File: config.mk
export PLATFORM = sky130hd
export DESIGN_NAME = retry_inorder_scheduler
export DESIGN_NICKNAME = d
export VERILOG_FILES = /design/src/rtl/retry_sched_pkg.sv /design/src/rtl/retry_sched_buffer.sv /design/src/rtl/retry_inorder_scheduler.sv
export SDC_FILE = /design/constraint.sdc
export NUM_CORES = 1
export LEC_CHECK = 0
export CORE_MARGIN = 2
export CORE_UTILIZATION = 35
export CTS_CLUSTER_SIZE = 10
export DETAILED_ROUTE_END_ITERATION = 7
export SETUP_SLACK_MARGIN = 0.2
export SLEW_MARGIN = 20
export SYNTH_ARGS = -nofsm -noshare
export SYNTH_HDL_FRONTEND = slang
export SYNTH_SLANG_ARGS = --single-unit
export TNS_END_PERCENT = 10
File: constraint.sdc
create_clock -name clk_i -period 3.6 [get_ports clk_i]
set_clock_uncertainty 0.15 [all_clocks]
set_input_delay 0.54 -clock clk_i [delete_from_list [all_inputs] [get_ports clk_i]]
set_output_delay 0.54 -clock clk_i [all_outputs]
set_load 0.02 [all_outputs]
File: src/rtl/retry_sched_pkg.sv
// Shared definitions for the retry in-order scheduler.
package retry_sched_pkg;

    typedef enum logic [0:0] {
        NORMAL = 1'b0,
        REPLAY = 1'b1
    } sched_state_e;

endpackage

File: src/rtl/retry_sched_buffer.sv
// Replay storage: one synchronous write port, one asynchronous read port.
// Data is deliberately not reset; slots are always written before being read back.
module retry_sched_buffer #(
    parameter type         DataType = logic,
    parameter int unsigned AddrW    = 2
) (
    input  logic             clk_i,
    input  logic             we_i,
    input  logic [AddrW-1:0] waddr_i,
    input  DataType          wdata_i,
    input  logic [AddrW-1:0] raddr_i,
    output DataType          rdata_o
);

    DataType mem_q [0:(2**AddrW)-1];

    // Slot write on each accepted new item.
    always_ff @(posedge clk_i) begin
        if (we_i) begin
            mem_q[waddr_i] <= wdata_i;
        end
    end

    assign rdata_o = mem_q[raddr_i];

endmodule

File: src/rtl/retry_inorder_scheduler.sv
// Issues new items in order and replays from a failed ID when the end stage asks.
// Optional replay counter port retry_count_o is built when RETRY_SCHED_STATS_EN is defined.
module retry_inorder_scheduler
    import retry_sched_pkg::*;
#(
    parameter type         DataType = logic,
    parameter int unsigned IDSize   = 2
) (
    input  logic              clk_i,
    input  logic              rst_i,
    input  DataType           data_i,
    input  logic              valid_i,
    output logic              ready_o,
    output DataType           data_o,
    output logic [IDSize-1:0] id_o,
    output logic              valid_o,
    input  logic              ready_i,
    input  logic [IDSize-1:0] retry_id_i,
    input  logic              retry_valid_i,
    output logic              retry_ready_o,
    input  logic              retry_lock_i,
    input  logic              commit_i,
    output logic              busy_o
`ifdef RETRY_SCHED_STATS_EN
    ,
    output logic [15:0]       retry_count_o
`endif
);

    localparam int unsigned       Depth    = 2**IDSize;
    localparam logic [IDSize:0]   DepthCnt = (IDSize+1)'(Depth);

    sched_state_e      state_q, state_d;
    logic [IDSize-1:0] wr_ptr_q, wr_ptr_d;
    logic [IDSize-1:0] rp_ptr_q, rp_ptr_d;
    logic [IDSize:0]   occ_q, occ_d;
    logic              lock_q;

    logic              not_full_s;
    logic              issue_hs_s;
    logic              normal_hs_s;
    logic              replay_hs_s;
    logic              first_retry_s;
    logic              commit_eff_s;
    logic [IDSize-1:0] rp_inc_s;
    DataType           rd_data_s;

    retry_sched_buffer #(
        .DataType (DataType),
        .AddrW    (IDSize)
    ) u_buffer (
        .clk_i   (clk_i),
        .we_i    (normal_hs_s),
        .waddr_i (wr_ptr_q),
        .wdata_i (data_i),
        .raddr_i (rp_ptr_q),
        .rdata_o (rd_data_s)
    );

    assign not_full_s    = (occ_q < DepthCnt);
    assign issue_hs_s    = valid_o & ready_i;
    assign normal_hs_s   = issue_hs_s & (state_q == NORMAL);
    assign replay_hs_s   = issue_hs_s & (state_q == REPLAY);
    // Only the first retry of a lock episode counts, and only with something in flight.
    assign first_retry_s = retry_valid_i & ~lock_q & (occ_q != '0);
    assign commit_eff_s  = commit_i & (occ_q != '0);
    assign rp_inc_s      = rp_ptr_q + 1'b1;
    assign retry_ready_o = 1'b1;
    assign busy_o        = (state_q == REPLAY);

    // Issue-side outputs: pass-through in NORMAL, buffer read-back in REPLAY.
    always_comb begin
        valid_o = 1'b0;
        ready_o = 1'b0;
        data_o  = data_i;
        id_o    = wr_ptr_q;
        case (state_q)
            REPLAY: begin
                valid_o = 1'b1;
                ready_o = 1'b0;
                data_o  = rd_data_s;
                id_o    = rp_ptr_q;
            end
            NORMAL: begin
                valid_o = valid_i & not_full_s & ~rst_i;
                ready_o = ready_i & not_full_s;
            end
            default: begin
                valid_o = 1'b0;
                ready_o = 1'b0;
            end
        endcase
    end

    // FSM, replay pointer, write pointer and occupancy next-state.
    always_comb begin
        state_d  = state_q;
        rp_ptr_d = rp_ptr_q;
        wr_ptr_d = wr_ptr_q;
        occ_d    = occ_q;
        if (first_retry_s) begin
            rp_ptr_d = retry_id_i;
            state_d  = REPLAY;
        end else if (replay_hs_s) begin
            rp_ptr_d = rp_inc_s;
            if (rp_inc_s == wr_ptr_q) begin
                state_d = NORMAL;
            end else begin
                state_d = REPLAY;
            end
        end else begin
            state_d = state_q;
        end
        if (normal_hs_s) begin
            wr_ptr_d = wr_ptr_q + 1'b1;
        end else begin
            wr_ptr_d = wr_ptr_q;
        end
        case ({normal_hs_s, commit_eff_s})
            2'b10:   occ_d = occ_q + 1'b1;
            2'b01:   occ_d = occ_q - 1'b1;
            default: occ_d = occ_q;
        endcase
    end

    // Control state registers.
    always_ff @(posedge clk_i or posedge rst_i) begin
        if (rst_i) begin
            state_q  <= NORMAL;
            wr_ptr_q <= '0;
            rp_ptr_q <= '0;
            occ_q    <= '0;
            lock_q   <= 1'b0;
        end else begin
            state_q  <= state_d;
            wr_ptr_q <= wr_ptr_d;
            rp_ptr_q <= rp_ptr_d;
            occ_q    <= occ_d;
            lock_q   <= retry_lock_i;
        end
    end

`ifdef RETRY_SCHED_STATS_EN
    logic [15:0] retry_cnt_q;

    // Saturating count of replays started.
    always_ff @(posedge clk_i or posedge rst_i) begin
        if (rst_i) begin
            retry_cnt_q <= 16'h0000;
        end else if (first_retry_s && (retry_cnt_q != 16'hFFFF)) begin
            retry_cnt_q <= retry_cnt_q + 16'h0001;
        end
    end

    assign retry_count_o = retry_cnt_q;
`endif

endmodule
==> results of run 1 <==
critical path, stage by stage (launching register included):
cell                              delay [ns]
sky130_fd_sc_hd__dfrtp_1                0.48
sky130_fd_sc_hd__mux4_2                 0.53
sky130_fd_sc_hd__mux2_4                 0.26
sky130_fd_sc_hd__clkdlybuf4s50_1        0.53
registers in the layout, summed over array words and instances (netlist names):
name and flops:
u_buffer.mem_q 4, rp_ptr_q 2, wr_ptr_q 2, lock_q 1, busy_o 1, occ_q 3
cells in the mapped netlist:
master and instances:
sky130_fd_sc_hd__mux2_1 1, sky130_fd_sc_hd__nand2b_1 1, sky130_fd_sc_hd__nand3_1 1, sky130_fd_sc_hd__nor2b_1 1, sky130_fd_sc_hd__nor2_1 1, sky130_fd_sc_hd__mux2i_1 1
sky130_fd_sc_hd__ha_1 5, sky130_fd_sc_hd__edfxtp_1 4, sky130_fd_sc_hd__buf_4 2, sky130_fd_sc_hd__fa_1 1, sky130_fd_sc_hd__and2b_2 1, sky130_fd_sc_hd__mux4_2 1
sky130_fd_sc_hd__nand2_1 3, sky130_fd_sc_hd__xnor2_1 5, sky130_fd_sc_hd__xor2_1 2, sky130_fd_sc_hd__mux2_4 1, sky130_fd_sc_hd__mux2_2 3, sky130_fd_sc_hd__and2_1 4
sky130_fd_sc_hd__nand3b_1 2, sky130_fd_sc_hd__conb_1 1, sky130_fd_sc_hd__nor3_1 1, sky130_fd_sc_hd__inv_1 7, sky130_fd_sc_hd__a21o_1 1, sky130_fd_sc_hd__o21ai_0 2
sky130_fd_sc_hd__dfrtp_1 9, sky130_fd_sc_hd__o21bai_1 1, sky130_fd_sc_hd__nor3b_2 2
stage by stage:
| stage | area (sq um) | hold slack [ns] | worst slack, ns |
|---|---|---|---|
| after floorplan | 763 | 0.218 | 1.26 |
| after global placement | 932 | 0.351 | 0.834 |
| after detailed placement | 932 | 0.351 | 0.787 |
| after CTS | 958 | 0.367 | 0.801 |
| after global routing | 958 | 0.380 | 0.739 |
| final | 958 | 0.369 | 0.839 |
logic make-up after synthesis:
family | count (synthesis) | synth area share [%]
xor+xnor | 7 | 8.03
buf+inv | 9 | 5.41
mux | 7 | 12.1
simple gates | 17 | 14.6
other cells | 1 | 0.491
flops | 13 | 45.2
compound gates | 4 | 3.28
fa+ha+maj | 6 | 10.8
cell type report:
class | instances | area, sq um | share of cell area (%)
repair buffers | 15 | 150 | 15.7
inverters | 7 | 26.3 | 2.74
flip-flops and latches | 13 | 345 | 36.0
clock buffers | 4 | 26.3 | 2.74
well taps | 27 | 33.8 | 3.52
multi-input cells | 42 | 377 | 39.3
path summary, 6_finish.rpt:
| path | startpoint | end | slack [ns] | cells after the start |
|---|---|---|---|---|
| worst max-delay path | rp_ptr_q[0]$_DFFE_PP0P_ | data_o | 0.84 | 3 |
| max in group asynchronous | rst_i | wr_ptr_q[1]$_DFFE_PP0P_ | 2.64 | 2 |
| worst min register to register | occ_q[0]$_DFFE_PP0P_ | occ_q[0]$_DFFE_PP0P_ | 0.37 | 1 |
| worst min-delay path | occ_q[0]$_DFFE_PP0P_ | occ_q[0]$_DFFE_PP0P_ | 0.37 | 1 |
| worst max register to register | busy_o$_DFFE_PP0P_ | occ_q[2]$_DFFE_PP0P_ | 1.38 | 9 |
| min in group asynchronous | rst_i | occ_q[1]$_DFFE_PP0P_ | 0.40 | 2 |
power groups by stage:
stage | clock [mW] | sequential, mW | combinational [mW]
after floorplan | 0 | 0.253 | 0.258
after global placement | 0 | 0.274 | 0.351
after detailed placement | 0 | 0.275 | 0.353
after CTS | 0.0904 | 0.272 | 0.354
after global routing | 0.0985 | 0.281 | 0.388
final | 0.0856 | 0.271 | 0.349
metal layers:
metal | global-route usage [%] | vias up | wire length, um
li1 | - | 245 | -
met1 | 13.9 | 233 | 532
met2 | 18.0 | 13 | 618
met3 | 1.79 | 2 | 52
met4 | 6.76 | 0 | 19
met5 | 0 | - | 0
==> summary.txt, run 1 <==
Outcome
  • Run status: completed

Floorplanning
  • Floorplan die area: 0.00257 sq mm
  • Effective utilization at floorplan: 38.1%
  • Chip height: 50.7 um
  • Number of primary I/O pins: 17
  • Floorplan row count: 16
  • Chip width: 50.7 um
  • Area of the core region: 0.00200 sq mm

Drt
  • Average wire per cell in the routed design: 11.3 um
  • DRC violations left: 0
  • Number of vias in the routed layout: 493
  • Wire length reported by the detailed router: 1.22 mm
  • Per-cell via count in the routed design: 4.56
  • Remaining number of nets flagged by the antenna check after routing: 0
  • Violation count after the first detailed-routing iteration: 8
  • Number of optimization iterations in the first detailed-route pass: 3

Worst setup path
  • Critical setup path kind: flip-flop to primary output
  • Worst Path Max Fanout: 6
  • Element type at the critical path start: flip-flop
  • Critical path required time: 2.91 ns
  • Capturing element type of the critical path: primary output
  • Arrival @ worst endpoint: 2.07 ns

Timing
  • Accumulated negative setup slack: 0 ns
  • Achievable Freq: 0.362 GHz
  • Number of hold-slack violations in the final timing report: 0
  • Fraction of the cycle the final worst path needs: 76.7%
  • Clock period minus final worst setup slack: 2.76 ns
  • Final count of pins violating max slew: 0
  • Setup repair after global routing missed its margin: false
  • Number of setup violations in the final report: 0

Clock tree
  • Later-pin clock latency in the skew report: 0.27 ns
  • Cell at the root of the clock tree: sky130_fd_sc_hd__clkbuf_4
  • Clock tree from TritonCTS: built
  • Reg clk slew, reported paths: 0.08 ns
  • Post-CTS Setup Bufs: 0
  • Number of buffers created by CTS: 3
  • Hold_buf cts: 0
  • Sinks on the clock net: 13
  • Clock buffer depth: 2
  • H-tree depth: 1
  • Post-cts repair resize count: 0

Pwr
  • Power density normalized to cell area: 736 mW/mm^2
  • Cell internal pwr: 0.440 mW
  • Max rail drop VDD: 336 uV
  • Overall power consumption: 0.705 mW
  • Switching share of power: 37.7%
  • Part of the total power dissipated in combinational logic: 49.5%
  • Sequential Power Share: 38.4%
  • P_leak: 0.404 nW
  • Switching power: 0.266 mW
  • Clk network pwr share: 12.1%

Yosys
  • Area contributors post-synth: sky130_fd_sc_hd__dfrtp_1, sky130_fd_sc_hd__edfxtp_1, sky130_fd_sc_hd__ha_1, sky130_fd_sc_hd__xnor2_1, sky130_fd_sc_hd__mux2_2
  • Cell area after technology mapping: 763 sq um
  • Synth Instances: 64
  • Area fraction of the dominant cell type after synthesis: 29.5%
  • Proportion of synthesized chip area in sequential cells: 45.2%
  • Library cells used by synthesis: 27
  • Post-synthesis register bit count: 13
  • Mean instance size in the synthesized netlist: 11.9 sq um
  • Synth warn: 0
  • Cell taking the most area after synthesis: sky130_fd_sc_hd__dfrtp_1
  • Post-Syn Nets: 80

Placed design
  • Post-detail-place hpwl: 965 um
  • Number of cells after detailed placement: 104
  • Final weighted congestion in routability-driven placement: 0.670
  • Number of port buffers: 15

GRT
  • Antenna violations before repair: 0
  • Overall fraction of global-route tracks in use: 11.1%
  • Largest net degree at the start of global routing: 12
  • GRT overflow: 0
  • Global-route wire length before repair: 2.08 mm
  • Number of global-route vias before repair: 493

Layout
  • Final Net Count: 98
  • Number of cells in the finished layout apart from fillers: 108
  • Area growth syn-to-layout: 25.6%
  • Most common library cell in the layout ignoring fill and taps: sky130_fd_sc_hd__clkdlybuf4s50_1
  • Commonest cells after routing, fill and taps aside: sky130_fd_sc_hd__clkdlybuf4s50_1, sky130_fd_sc_hd__dfrtp_1, sky130_fd_sc_hd__inv_1
  • Diodes inserted: 0
  • Fraction of final layout cells with drive strength greater than 1: 13.6%
  • Filler cells: 200
  • Final Core Density: 47.9%

Job
  • Max-Cap Viols: 0

Worst hold path
  • Worst Hold Class: flip-flop to flip-flop
Note: power is estimated with default switching activity, not from simulation.
==> run 2: changes to the inputs <==
==> constraint.sdc (replaced) <==
create_clock -name clk_i -period 2.76 [get_ports clk_i]
set_clock_uncertainty 0.15 [all_clocks]
set_input_delay 0.414 -clock clk_i [delete_from_list [all_inputs] [get_ports clk_i]]
set_output_delay 0.414 -clock clk_i [all_outputs]
set_load 0.02 [all_outputs]
==> run 2 against run 1 <==
Against the previous run: core utilization rose by 0.37 points; sequential share of layout area fell by 0.15 points; power rose by 31%; clock power rose by 34%; largest cell class unchanged.
==> summary.txt, run 2 (synthesized netlist as in run 1, its figures left out) <==
Pwr
  • Power density normalized to cell area: 954 mW/mm^2 (+30%)
  • Max rail drop VDD: 495 uV (+47%)
  • P_leak: 0.409 nW (+1.3%)

Worst setup path
  • Worst Path Max Fanout: 6 (unchanged)
  • Highest-delay cell along the critical path: sky130_fd_sc_hd__mux4_2
  • Critical path required time: 2.20 ns (-0.71 ns)
  • Capturing element type of the critical path: primary output
  • Arrival @ worst endpoint: 1.80 ns (-0.27 ns)
  • Critical setup path kind: flip-flop to primary output
  • Critical-path cell list: mux4_2 > mux2_4 > dlygate4sd2_1
  • Crit-path max cell delay: 0.51 ns (-0.02 ns)
  • Element type at the critical path start: flip-flop

Timing
  • Setup repair after global routing missed its margin: false
  • Fraction of the cycle the final worst path needs: 85.8%
  • Number of hold-slack violations in the final timing report: 0 (unchanged)
  • Number of setup violations in the final report: 0 (unchanged)
  • Achievable Freq: 0.422 GHz
  • Clock period minus final worst setup slack: 2.37 ns
  • Final count of pins violating max slew: 0 (unchanged)
  • Accumulated negative setup slack: 0 ns (unchanged)

Drt
  • Number of optimization iterations in the first detailed-route pass: 3 (unchanged)
  • Number of vias in the routed layout: 485 (-1.6%)
  • Remaining number of nets flagged by the antenna check after routing: 0 (unchanged)
  • Per-cell via count in the routed design: 4.45 (-2.5%)
  • Wire length reported by the detailed router: 1.26 mm (+2.8%)
  • Violation count after the first detailed-routing iteration: 2 (-6)
  • DRC violations left: 0 (unchanged)
  • Average wire per cell in the routed design: 11.5 um (+1.8%)

GRT
  • Most heavily used metal layer in global routing: met2
  • Global-route track usage on met2: 17.3% (-0.66 points)
  • Antenna violations before repair: 0 (unchanged)
  • Global-route wire length before repair: 2.16 mm (+3.6%)
  • Number of global-route vias before repair: 484 (-1.8%)
  • Largest net degree at the start of global routing: 12 (unchanged)
  • GRT overflow: 0 (unchanged)
  • Fraction of met1 tracks used by global routing: 15.4% (+1.6 points)
  • Overall fraction of global-route tracks in use: 11.7% (+0.58 points)
  • Fraction of met3 tracks used by global routing: 2.08% (+0.30 points)

Clock tree
  • Hold_buf cts: 0 (unchanged)
  • Cell at the root of the clock tree: sky130_fd_sc_hd__clkbuf_4
  • Clock tree from TritonCTS: built
  • Later-pin clock latency in the skew report: 0.27 ns (about the same)
  • Sinks on the clock net: 13 (unchanged)
  • Post-CTS Setup Bufs: 0 (unchanged)
  • Number of buffers created by CTS: 3 (unchanged)
  • Reg clk slew, reported paths: 0.08 ns (about the same)
  • H-tree depth: 1 (unchanged)
  • Clock buffer depth: 2 (unchanged)

Layout
  • Register with the most flip-flops: u_buffer.mem_q
  • Commonest cells after routing, fill and taps aside: sky130_fd_sc_hd__clkdlybuf4s50_1, sky130_fd_sc_hd__dfrtp_1, sky130_fd_sc_hd__inv_1
  • Final Net Count: 99 (+1.0%)
  • Registers with the most flip-flops: u_buffer.mem_q (4), occ_q (3)
  • Fraction of final layout cells with drive strength greater than 1: 15.9% (+2.3 points)
  • Most common library cell in the layout ignoring fill and taps: sky130_fd_sc_hd__clkdlybuf4s50_1
  • Final Cell Area: 966 sq um (+0.78%)
  • Max FFs per register: 4 (unchanged)
  • Area growth syn-to-layout: 26.6%
  • Filler cells: 201 (+0.50%)
  • Diodes inserted: 0 (unchanged)

Floorplanning
  • Number of primary I/O pins: 17 (unchanged)
  • Effective utilization at floorplan: 38.1% (unchanged)
  • Floorplan die area: 0.00257 sq mm (unchanged)
  • Area of the core region: 0.00200 sq mm (unchanged)
  • Chip height: 50.7 um (unchanged)
  • Floorplan row count: 16 (unchanged)
  • Chip width: 50.7 um (unchanged)

Outcome
  • Run status: completed

Placed design
  • Final weighted congestion in routability-driven placement: 0.690 (+3.0%)
  • Total placed instance area: 940 sq um (+0.81%)
  • Number of port buffers: 15 (unchanged)

Job
  • Max-Cap Viols: 0 (unchanged)

Worst hold path
  • Worst Hold Class: primary input to asynchronous set/reset pin
[run 2: changes by cell type in the layout (fill, tap and decap cells not counted)]
cell / change
sky130_fd_sc_hd__buf_4: +1
sky130_fd_sc_hd__clkdlybuf4s50_1: -1
sky130_fd_sc_hd__dfrtp_1: -1
sky130_fd_sc_hd__dfrtp_2: +1
sky130_fd_sc_hd__dlygate4sd2_1: +1
[run 2: repair_timing]
action                     CTS  global route
gates resized for setup      2             0
setup endpoints to repair    1             0
hold endpoints to repair     0             0
[run 2: cell type report]
type / instances / area (sq um) / share of cell area [%]
clock buffers: 4 / 26.3 / 2.72
inverters: 7 / 26.3 / 2.72
multi-input cells: 42 / 377 / 39.0
flip-flops and latches: 13 / 347 / 35.9
well taps: 27 / 33.8 / 3.50
repair buffers: 16 / 156 / 16.2
[run 2: power breakdown]
group          internal [mW]  switching, mW  total (mW)
registers              0.263         0.0936       0.356
logic                  0.251          0.199       0.450
clock network         0.0559         0.0592       0.115
[run 2: through the flow]
step	cells	power, mW	setup slack (ns)	hold slack, ns	util [%]
finish	109	0.921	0.392	0.273	48.3
global route	109	1.00	0.306	0.303	48.3
CTS	109	0.936	0.374	0.278	48.3
detailed placement	105	0.821	0.155	0.346	46.9
global placement	105	0.812	0.157	0.348	46.9
floorplan	64	0.666	0.416	0.0919	-
[run 2: worst paths after layout]
| kind | start | slack [ns] | cells past startpoint | end |
|---|---|---|---|---|
| setup / recovery | rp_ptr_q[0]$_DFFE_PP0P_ | 0.39 | 3 | data_o |
| hold / removal | rst_i | 0.27 | 2 | lock_q$_DFF_PP0_ |
| setup reg to reg | busy_o$_DFFE_PP0P_ | 0.51 | 9 | occ_q[2]$_DFFE_PP0P_ |
| hold reg to reg | occ_q[0]$_DFFE_PP0P_ | 0.35 | 1 | occ_q[0]$_DFFE_PP0P_ |
| max in group asynchronous | rst_i | 1.91 | 2 | rp_ptr_q[0]$_DFFE_PP0P_ |
| min in group clk_i | occ_q[0]$_DFFE_PP0P_ | 0.35 | 1 | occ_q[0]$_DFFE_PP0P_ |
[run 2: worst max-delay path: cells and delay by family, from the launching register on]
kind	cells	cell delay, ns
mux	2	0.77
flops	1	0.45
buf+inv	1	0.32
[run 2: metal layers]
layer  part of all wire [%]  wire length, um  vias up
met5                      0                0        -
met4                    1.6               20        0
met3                    3.3               41        2
met2                     47              593        8
met1                     48              602      230
li1                       -                -      245
